**config.mk**
```make
export PLATFORM = sky130hd
export DESIGN_NAME = bit_sayma_birimi
export DESIGN_NICKNAME = d
export VERILOG_FILES = /design/src/rtl/bit_sayma_birimi.sv
export SDC_FILE = /design/constraint.sdc
export NUM_CORES = 1
export LEC_CHECK = 0
export CAP_MARGIN = 5
export CORE_ASPECT_RATIO = 0.8
export CORE_MARGIN = 1
export CORE_UTILIZATION = 40
export DETAILED_ROUTE_END_ITERATION = 10
export PLACE_DENSITY = 0.67
export SYNTH_ARGS = -nofsm -noshare
export SYNTH_HDL_FRONTEND = slang
export SYNTH_SLANG_ARGS = --single-unit
```
**constraint.sdc**
```tcl
create_clock -name clk_i -period 8.2 [get_ports clk_i]
set_input_delay 1.64 -clock clk_i [delete_from_list [all_inputs] [get_ports clk_i]]
set_output_delay 1.64 -clock clk_i [all_outputs]
set_load 0.02 [all_outputs]
```
**src/rtl/bit_sayma_birimi.sv**
```systemverilog
// Multi-cycle bit-counting unit: CPOP, CTZ, CLZ and HMDST, ADIM_BIT bits per cycle,
// with valid/ready on both request and result sides and a flush input.
module bit_sayma_birimi #(
  parameter int unsigned VERI_BIT = 32,
  parameter int unsigned ADIM_BIT = 8
) (
  input  logic                clk_i,
  input  logic                rst_i,
  input  logic                istek_gecerli_i,
  output logic                istek_hazir_o,
  input  logic [1:0]          istek_kod_i,
  input  logic [VERI_BIT-1:0] istek_islec1_i,
  input  logic [VERI_BIT-1:0] istek_islec2_i,
  input  logic                temizle_i,
  output logic                sonuc_gecerli_o,
  input  logic                sonuc_hazir_i,
  output logic [VERI_BIT-1:0] sonuc_o,
  output logic                mesgul_o
);

  localparam int unsigned ADIM_SAYISI = VERI_BIT / ADIM_BIT;
  localparam int unsigned ACC_W       = $clog2(VERI_BIT) + 1;
  localparam int unsigned K_W         = (ADIM_SAYISI > 1) ? $clog2(ADIM_SAYISI) : 1;
  localparam logic [K_W-1:0] K_SON    = K_W'(ADIM_SAYISI - 1);

  localparam logic [1:0] KOD_CPOP  = 2'd0;
  localparam logic [1:0] KOD_CTZ   = 2'd1;
  localparam logic [1:0] KOD_CLZ   = 2'd2;
  localparam logic [1:0] KOD_HMDST = 2'd3;

  typedef enum logic [1:0] {
    BOSTA   = 2'd0,
    HESAPLA = 2'd1,
    SONUC   = 2'd2
  } durum_t;

  durum_t              durum_q;
  logic [1:0]          kod_q;
  logic [VERI_BIT-1:0] islec_q;
  logic [ACC_W-1:0]    acc_q;
  logic [K_W-1:0]      k_q;

  logic [VERI_BIT-1:0] ters;
  logic [VERI_BIT-1:0] yeni_islec;
  logic [ADIM_BIT-1:0] parcalar [ADIM_SAYISI];
  logic [ADIM_BIT-1:0] parca;
  logic [ACC_W-1:0]    birler;
  logic [ACC_W-1:0]    sifirlar;
  logic                bulundu;
  logic                sifir_sayimi;
  logic [ACC_W-1:0]    toplam;

  // Operand as it will be latched: CLZ is turned into CTZ by reversing the bits.
  always_comb begin
    ters = '0;
    for (int i = 0; i < int'(VERI_BIT); i++) begin
      ters[i] = istek_islec1_i[int'(VERI_BIT) - 1 - i];
    end
    case (istek_kod_i)
      KOD_CLZ:   yeni_islec = ters;
      KOD_HMDST: yeni_islec = istek_islec1_i ^ istek_islec2_i;
      default:   yeni_islec = istek_islec1_i;
    endcase
  end

  for (genvar g = 0; g < int'(ADIM_SAYISI); g++) begin : g_parca
    assign parcalar[g] = islec_q[g*ADIM_BIT +: ADIM_BIT];
  end

  assign parca = parcalar[k_q];

  // Ones in the chunk, and zeros below its lowest set bit (ADIM_BIT when empty).
  always_comb begin
    birler   = '0;
    sifirlar = ACC_W'(ADIM_BIT);
    bulundu  = 1'b0;
    for (int i = int'(ADIM_BIT) - 1; i >= 0; i--) begin
      if (parca[i]) begin
        birler   = birler + ACC_W'(1);
        sifirlar = ACC_W'(i);
        bulundu  = 1'b1;
      end
    end
  end

  assign sifir_sayimi = (kod_q == KOD_CTZ) || (kod_q == KOD_CLZ);
  assign toplam       = acc_q + (sifir_sayimi ? sifirlar : birler);

  always_ff @(posedge clk_i) begin
    if (rst_i) begin
      durum_q         <= BOSTA;
      kod_q           <= KOD_CPOP;
      islec_q         <= '0;
      acc_q           <= '0;
      k_q             <= '0;
      sonuc_o         <= '0;
      sonuc_gecerli_o <= 1'b0;
      mesgul_o        <= 1'b0;
      istek_hazir_o   <= 1'b1;
    end else begin
      case (durum_q)
        BOSTA: begin
          if (istek_gecerli_i && istek_hazir_o && !temizle_i) begin
            durum_q       <= HESAPLA;
            kod_q         <= istek_kod_i;
            islec_q       <= yeni_islec;
            acc_q         <= '0;
            k_q           <= '0;
            mesgul_o      <= 1'b1;
            istek_hazir_o <= 1'b0;
          end
        end
        HESAPLA: begin
          if (temizle_i) begin
            durum_q       <= BOSTA;
            mesgul_o      <= 1'b0;
            istek_hazir_o <= 1'b1;
          end else begin
            acc_q <= toplam;
            if ((sifir_sayimi && bulundu) || (k_q == K_SON)) begin
              durum_q         <= SONUC;
              sonuc_o         <= VERI_BIT'(toplam);
              sonuc_gecerli_o <= 1'b1;
            end else begin
              k_q <= k_q + K_W'(1);
            end
          end
        end
        SONUC: begin
          // Ready stays low here so a new request cannot slip in on the handoff cycle.
          if (temizle_i || sonuc_hazir_i) begin
            durum_q         <= BOSTA;
            sonuc_gecerli_o <= 1'b0;
            mesgul_o        <= 1'b0;
            istek_hazir_o   <= 1'b1;
          end
        end
        default: begin
          durum_q         <= BOSTA;
          sonuc_gecerli_o <= 1'b0;
          mesgul_o        <= 1'b0;
          istek_hazir_o   <= 1'b1;
        end
      endcase
    end
  end

endmodule

```
==> run_results.csv, run 1 <==
group,metric,value,unit
run_status,status,"completed",
timing,grt_setup_unrepaired,"false",
cells_and_area,layout_common_cells,"sky130_fd_sc_hd__a21oi_1, sky130_fd_sc_hd__clkdlybuf4s50_1, sky130_fd_sc_hd__nor2_1, sky130_fd_sc_hd__dfxtp_1, sky130_fd_sc_hd__nand3_1",
floorplan,chipHeight,93.3,um
synth,synth_area,0.00417,mm2
synth,netlist_instances,538,
place,gp_congestion,0.778,
cts,postCtsResizedCells,0,
timing,tightestPinTransition,1.08,ns
timing,timing.hold.ws,0.455,ns
floorplan,die_area,0.0108,mm2
global_routing,grt_pass1_vias,3516,
cts,holdBufCountCts,0,
pwr,power.share.switching,30.2,%
timing,clock-skew-final,0.00614,ns
cells_and_area,layout-drive-gt1-share,6.48,%
drt,routed_len_inst,13.4,um
worst_setup_path,setup.worst_path.start_class,"register",
timing,finalMaxSlewViolations,0,
timing,relSlewSlack,27.8,%
worst_setup_path,r2r_slack,1.96,ns
cts,post_cts_buffers,0,
synth,synth_top_area_share,25.5,%
global_routing,initial_antenna_violation_count,0,
cts,cts_tree,"done",
timing,layout_setup_ws,1.96,ns
synth,yosysSeqAreaShare,25.5,%
worst_setup_path,critPathKind,"reg -> reg",
flow_run,max_cap_violations,0,
floorplan,start_util,42.1,%
place,port_buffers,79,
place,dp.final_hpwl,7520,um
floorplan,core.rowCount,32,
min_path,worstHoldStart,"sonuc_gecerli_o$_SDFFE_PP0P_",
drt,viasPerCell,5.25,
pwr,power.density_cell_area,150,mW/mm2
global_routing,globalRoute.totalOverflow,0,
place,preCtsSetupSlack,1.95,ns
cts,path_clk_slew,0.07,ns
cells_and_area,final-instance-count-excl-fill,722,
floorplan,core,0.00989,mm2
worst_setup_path,worstRegToRegCells,26,
cts,tritoncts.num_buffers,5,
cells_and_area,antenna_cells,0,
timing,fmax,0.160,GHz
pwr,cellLeakagePower,1.95,nW
timing,timing.setup.tns,0,ns
floorplan,design.portCount,106,
timing,timing.final.setup_violations,0,
cells_and_area,filler_cell_count,953,
global_routing,global_route.usage.total,18.9,%
min_path,whs_endpoint,"sonuc_gecerli_o$_SDFFE_PP0P_",
drt,dr_total_vias,3790,
min_path,timing.hold.worst_path_depth,2,
synth,ys_seq_elements,53,
place,cell_total_after_placement,714,
cts,insertion_delay,0.29,ns
floorplan,die_x,116,um
drt,drc,0,
synth,synth_largest_area_cell,"sky130_fd_sc_hd__dfxtp_1",
timing,min_period_over_period,76.1,%
worst_setup_path,cp.required,8.42,ns
cells_and_area,layout.cells.most_common,"sky130_fd_sc_hd__a21oi_1",
worst_setup_path,worstSetupEndpointType,"register",
timing,final_period_minus_worst_setup_slack,6.24,ns
worst_setup_path,arrival_time_of_the_worst_setup_path,6.46,ns
synth,yosysWarningCount,0,
cts,clk_path_buf_depth,2,
global_routing,grt_pass1_wl,16400,um
pwr,switching_power,0.228,mW
synth,post_synth.cell_area_avg,7.74,um2
timing,timing_hold_violations_final,0,
pwr,clockPowerShare,32.8,%
cts,cts.htree.levels,2,
worst_setup_path,r2r_start,"k_q[0]$_SDFFE_PP0P_",
drt,residual_antenna_violating_net_count_after_detailed_routing,0,
pwr,power.combinational.fraction,29.7,%
cells_and_area,num-nets-final,673,
synth,synth-edff-count,0,
worst_setup_path,timing.critical_path.fanout_max,11,
drt,detailedRoute.firstPassIterationCount,5,
pwr,p_int,0.526,mW
global_routing,grt_start_max_net_pins,98,
worst_setup_path,r2r-end,"acc_q[5]$_SDFFE_PP0P_",
synth,post_synth_num_cell_types,57,
pwr,seq_power_share,37.5,%
synth,dominantRegCellSynth,"sky130_fd_sc_hd__dfxtp_1",
cells_and_area,synthToLayoutAreaGrowth,20.7,%
drt,wl,9650,um
synth,asyncSetResetFlopFracSynth,0,%
cts,clk_root_buffer_cell,"sky130_fd_sc_hd__clkbuf_16",
pwr,vdd.ir_drop.worst,0.109,mV
min_path,hp-class,"reg -> reg",
drt,dr.first_iter.drc_count,223,
cts,clock_sink_count,53,
synth,synthTopCellsByArea,"sky130_fd_sc_hd__dfxtp_1, sky130_fd_sc_hd__a21oi_1, sky130_fd_sc_hd__a211oi_1",
-- area by class of cell --
class                           instances  area, um2  area share, %
Clock inverter                          2       41.3          0.821
Clock buffer                            6        139           2.76
Multi-Input combinational cell        436       2790           55.4
Inverter                                7       26.3          0.523
Timing Repair Buffer                   82        803           16.0
Sequential cell                        53       1060           21.1
Tap cell                              136        170           3.38
-- power by group through the flow --
stage | logic (mW) | clock network, mW | registers [mW]
4_1_cts | 0.224 | 0.253 | 0.283
5_1_grt | 0.251 | 0.265 | 0.285
3_5_place_dp | 0.223 | 0 | 0.289
2_1_floorplan | 0.169 | 0 | 0.284
3_3_place_gp | 0.217 | 0 | 0.288
6_report | 0.224 | 0.247 | 0.283
-- worst max-delay path by stage --
stage,end,slack [ns],start,cells past startpoint
6_report,acc_q[5]$_SDFFE_PP0P_,1.96,k_q[0]$_SDFFE_PP0P_,26
5_1_grt,acc_q[5]$_SDFFE_PP0P_,1.41,k_q[0]$_SDFFE_PP0P_,26
4_1_cts,acc_q[5]$_SDFFE_PP0P_,1.93,k_q[0]$_SDFFE_PP0P_,26
3_5_place_dp,acc_q[5]$_SDFFE_PP0P_,1.95,k_q[0]$_SDFFE_PP0P_,26
3_3_place_gp,acc_q[5]$_SDFFE_PP0P_,2.11,k_q[0]$_SDFFE_PP0P_,26
2_1_floorplan,acc_q[5]$_SDFFE_PP0P_,2.57,k_q[0]$_SDFFE_PP0P_,27
-- routing by layer --
layer	wire length (um)	part of all wire [%]	GRT usage [%]
met5	0	0	0
met3	289	3.0	2.98
met1	4760	49	25.9
met2	4550	47	31.7
met4	49	0.51	2.88
-- per-stage QoR --
| step | power, mW | area [um2] | utilization [%] |
|---|---|---|---|
| floorplan | 0.453 | 4260 | - |
| finish | 0.754 | 5030 | 50.8 |
| CTS | 0.759 | 5030 | 50.8 |
| detailed placement | 0.511 | 4850 | 49.0 |
| global placement | 0.505 | 4850 | 49.0 |
| global route | 0.801 | 5030 | 50.8 |
-- cells by family (layout without fill, tap and decap cells) --
family | Yosys count | after routing | synth area share (%)
AOI/OAI and AO/OA | 170 | 170 | 24.1
xor gates and xnor gates | 22 | 22 | 5.62
adders and majority gates | 17 | 17 | 5.29
buffers and inverters | 74 | 97 | 9.91
DFF | 53 | 53 | 25.5
muxes | 22 | 22 | 8.05
other | 1 | 26 | 0.0900
and+or+nand+nor | 179 | 179 | 21.4
-- cells in the mapped netlist, drive strengths merged, types with 3 or more instances --
master	number
o31ai	3
nor3	6
o21ai	38
inv	7
mux2	3
buf	33
a21oi	79
a211oi	33
xor2	7
a21boi	4
ha	16
nor2	61
nand2b	34
dfxtp	53
nor4	3
mux4	8
nand2	19
mux2i	11
a31oi	3
nand3	45
xnor2	15
clkbuf	34
o21a	3
-- flip-flops by register name (all words and copies together) (netlist names) --
register	cells
k_q	2
acc_q	6
sonuc_gecerli_o	1
islec_q	32
istek_hazir_o	1
kod_q	2
durum_q	2
mesgul_o	1
sonuc_o	6
-- critical path, cell delays in order, from the launching register on --
cell	delay, ns
sky130_fd_sc_hd__dfxtp_1	0.66
sky130_fd_sc_hd__mux4_1	0.72
sky130_fd_sc_hd__inv_1	0.13
sky130_fd_sc_hd__ha_1	0.34
sky130_fd_sc_hd__xnor2_4	0.35
sky130_fd_sc_hd__inv_1	0.08
sky130_fd_sc_hd__ha_1	0.35
sky130_fd_sc_hd__xnor2_1	0.14
sky130_fd_sc_hd__a31oi_1	0.15
sky130_fd_sc_hd__a21boi_0	0.20
sky130_fd_sc_hd__ha_1	0.25
sky130_fd_sc_hd__nand2_1	0.06
sky130_fd_sc_hd__o21a_1	0.15
sky130_fd_sc_hd__nand2_1	0.08
sky130_fd_sc_hd__ha_1	0.29
sky130_fd_sc_hd__mux2_2	0.29
sky130_fd_sc_hd__ha_1	0.28
sky130_fd_sc_hd__mux2i_1	0.06
sky130_fd_sc_hd__o21ai_0	0.28
sky130_fd_sc_hd__ha_1	0.29
sky130_fd_sc_hd__a21o_1	0.15
sky130_fd_sc_hd__a21oi_1	0.21
sky130_fd_sc_hd__o21bai_1	0.09
sky130_fd_sc_hd__a21oi_1	0.19
sky130_fd_sc_hd__xnor2_1	0.16
sky130_fd_sc_hd__nand2_1	0.08
sky130_fd_sc_hd__a21oi_1	0.15
No activity file was read; power rests on OpenSTA's default activity.
==> inputs of run 2 (changes only) <==
Settings changed: PLACE_DENSITY 0.67 to 0.7.
Clock period 8.2 ns to 5.3 ns, I/O delays scaled along.
==> run 2 against run 1 <==
Effect of this change: register-to-register slack worse by 1.8 ns; utilization up 2.3 points; critical path type unchanged; worst hold slack better by 0.0027 ns; sequential cell count unchanged; first-iteration DRC count down 18%; maximum frequency up 21%; via count up 3.2%; wire length up 5.4%; critical endpoint unchanged; setup slack worse by 1.8 ns; non-clock buffer count up 16; clock-buffer cell count down 1.
==> run_results.csv, run 2 (synthesized netlist as in run 1, its figures left out) <==
group,metric,value,unit
run_status,status,"completed",
global_routing,global_route.usage.total,19.0,%
worst_setup_path,cp.required,5.53,ns
timing,timing_hold_violations_final,0,
place,gp_congestion,0.809,
cts,clock_sink_count,53,
cells_and_area,layout_common_cells,"sky130_fd_sc_hd__clkdlybuf4s50_1, sky130_fd_sc_hd__a21oi_1, sky130_fd_sc_hd__nor2_1, sky130_fd_sc_hd__dfxtp_1, sky130_fd_sc_hd__nand3_1",
global_routing,initial_antenna_violation_count,0,
timing,timing.final.setup_violations,0,
place,cell_total_after_placement,721,
worst_setup_path,timing.critical_path.slowest_stage_cell,"sky130_fd_sc_hd__mux4_2",
timing,grt_setup_unrepaired,"true",
drt,viasPerCell,5.30,
drt,wl,10200,um
floorplan,start_util,42.1,%
cells_and_area,layout.cells.most_common,"sky130_fd_sc_hd__clkdlybuf4s50_1",
place,dp.final_hpwl,7580,um
min_path,whs_endpoint,"sonuc_gecerli_o$_SDFFE_PP0P_",
cts,path_clk_slew,0.07,ns
floorplan,design.portCount,106,
cts,cts_tree,"done",
cells_and_area,synthToLayoutAreaGrowth,26.1,%
worst_setup_path,worstSetupEndpointType,"register",
timing,relSlewSlack,27.7,%
floorplan,die_x,116,um
worst_setup_path,worstRegToRegCells,26,
cells_and_area,largest_register_ff_count,32,
cells_and_area,antenna_cells,0,
worst_setup_path,timing.critical_path.fanout_max,4,
worst_setup_path,cp_slowest_stage_delay,0.55,ns
cts,tritoncts.num_buffers,5,
timing,finalMaxSlewViolations,0,
timing,clock-skew-final,0.00601,ns
min_path,worstHoldStart,"sonuc_gecerli_o$_SDFFE_PP0P_",
global_routing,grt_start_max_net_pins,98,
cells_and_area,largestRegisters,"islec_q: 32 flops, acc_q: 6 flops, sonuc_o: 6 flops",
min_path,hp-class,"reg -> reg",
drt,detailedRoute.firstPassIterationCount,5,
pwr,cellLeakagePower,2.04,nW
timing,min_period_over_period,97.5,%
timing,fmax,0.194,GHz
timing,layout_setup_ws,0.134,ns
floorplan,core.rowCount,32,
worst_setup_path,setup.worst_path.start_class,"register",
flow_run,max_cap_violations,0,
timing,final_period_minus_worst_setup_slack,5.17,ns
cells_and_area,final-instance-count-excl-fill,738,
timing,tightestPinTransition,1.08,ns
worst_setup_path,r2r_slack,0.13,ns
worst_setup_path,r2r_start,"k_q[0]$_SDFFE_PP0P_",
cells_and_area,sequential_cell_area,0.00106,mm2
drt,dr.first_iter.drc_count,183,
min_path,timing.hold.worst_path_depth,2,
pwr,power.density_cell_area,241,mW/mm2
drt,residual_antenna_violating_net_count_after_detailed_routing,0,
global_routing,globalRoute.totalOverflow,0,
floorplan,die_area,0.0108,mm2
cts,cts.htree.levels,2,
cells_and_area,multi_input_area,0.00287,mm2
floorplan,chipHeight,93.3,um
floorplan,core,0.00989,mm2
cells_and_area,layout-drive-gt1-share,12.1,%
place,port_buffers,79,
global_routing,grt_pass1_vias,3563,
place,preCtsSetupSlack,-0.120,ns
drt,routed_len_inst,13.8,um
cells_and_area,filler_cell_count,934,
pwr,vdd.ir_drop.worst,0.135,mV
cells_and_area,num-nets-final,689,
cts,insertion_delay,0.29,ns
drt,drc,0,
cts,clk_root_buffer_cell,"sky130_fd_sc_hd__clkbuf_16",
worst_setup_path,critPathKind,"reg -> reg",
worst_setup_path,r2r-end,"acc_q[5]$_SDFFE_PP0P_",
drt,dr_total_vias,3910,
cts,clk_path_buf_depth,2,
cells_and_area,largest-register,"islec_q",
global_routing,grt_pass1_wl,16500,um
worst_setup_path,arrival_time_of_the_worst_setup_path,5.39,ns
## run 2: cell types whose count changed in the layout (fill, tap and decap cells not counted), sizes merged
cell | previous run | this run
clkbuf | 6 | 5
buf | 5 | 21
bufinv | 1 | 2
## run 2: final cells by class
type	count	area share [%]
flip-flops and latches	53	20.3
clock inverters	3	1.31
well taps	136	3.24
inverters	7	0.548
repair buffers	98	17.6
clock buffers	5	2.38
multi-input cells	436	54.6
## run 2: what timing repair did
item                                    in CTS  in global routing
buffers inserted                             1                  8
resized for setup                            4                 15
pin swaps                                    0                 15
hold buffers                                 0                  0
endpoints found under the setup margin       3                  6
## run 2: per-layer routing
metal	track usage (%)	vias to the layer above	routed length (um)	share of wire, %
li1	-	2002	-	-
met1	24.5	1815	4790	47
met2	33.7	87	4960	49
met3	3.18	6	383	3.8
met4	3.21	0	44	0.43
met5	0	-	0	0
## run 2: through the flow
stage	power [mW]	hold slack (ns)	TNS [ns]	utilization [%]	cell area, um2
2_1_floorplan	0.705	0.451	0	-	4270
3_3_place_gp	0.792	0.444	0	49.7	4910
3_5_place_dp	0.805	0.451	-0.202	49.7	4910
4_1_cts	1.23	0.461	0	51.9	5130
5_1_grt	1.34	0.496	-0.267	53.1	5250
6_report	1.27	0.458	0	53.1	5250
## run 2: report_power, final
group / total, mW / internal [mW] / switching (mW)
combinational: 0.406 / 0.190 / 0.215
clock: 0.423 / 0.272 / 0.151
sequential: 0.436 / 0.420 / 0.0164
## run 2: worst max-delay path: cells and delay by family (launching register included)
family | cells | cell delay [ns]
adders and majority gates | 6 | 1.64
AOI/OAI and AO/OA | 9 | 1.27
muxes | 3 | 0.99
xor gates and xnor gates | 3 | 0.43
DFF | 1 | 0.38
and+or+nand+nor | 3 | 0.23
buffers and inverters | 2 | 0.17
## run 2: worst max path at each step
stage               depth (start not counted)                     to                 from
finish                                     26  acc_q[5]$_SDFFE_PP0P_  k_q[0]$_SDFFE_PP0P_
global route                               26  acc_q[5]$_SDFFE_PP0P_  k_q[0]$_SDFFE_PP0P_
CTS                                        26  acc_q[5]$_SDFFE_PP0P_  k_q[0]$_SDFFE_PP0P_
detailed placement                         26  acc_q[5]$_SDFFE_PP0P_  k_q[0]$_SDFFE_PP0P_
global placement                           26  acc_q[5]$_SDFFE_PP0P_  k_q[0]$_SDFFE_PP0P_
floorplan                                  27  acc_q[5]$_SDFFE_PP0P_  k_q[0]$_SDFFE_PP0P_
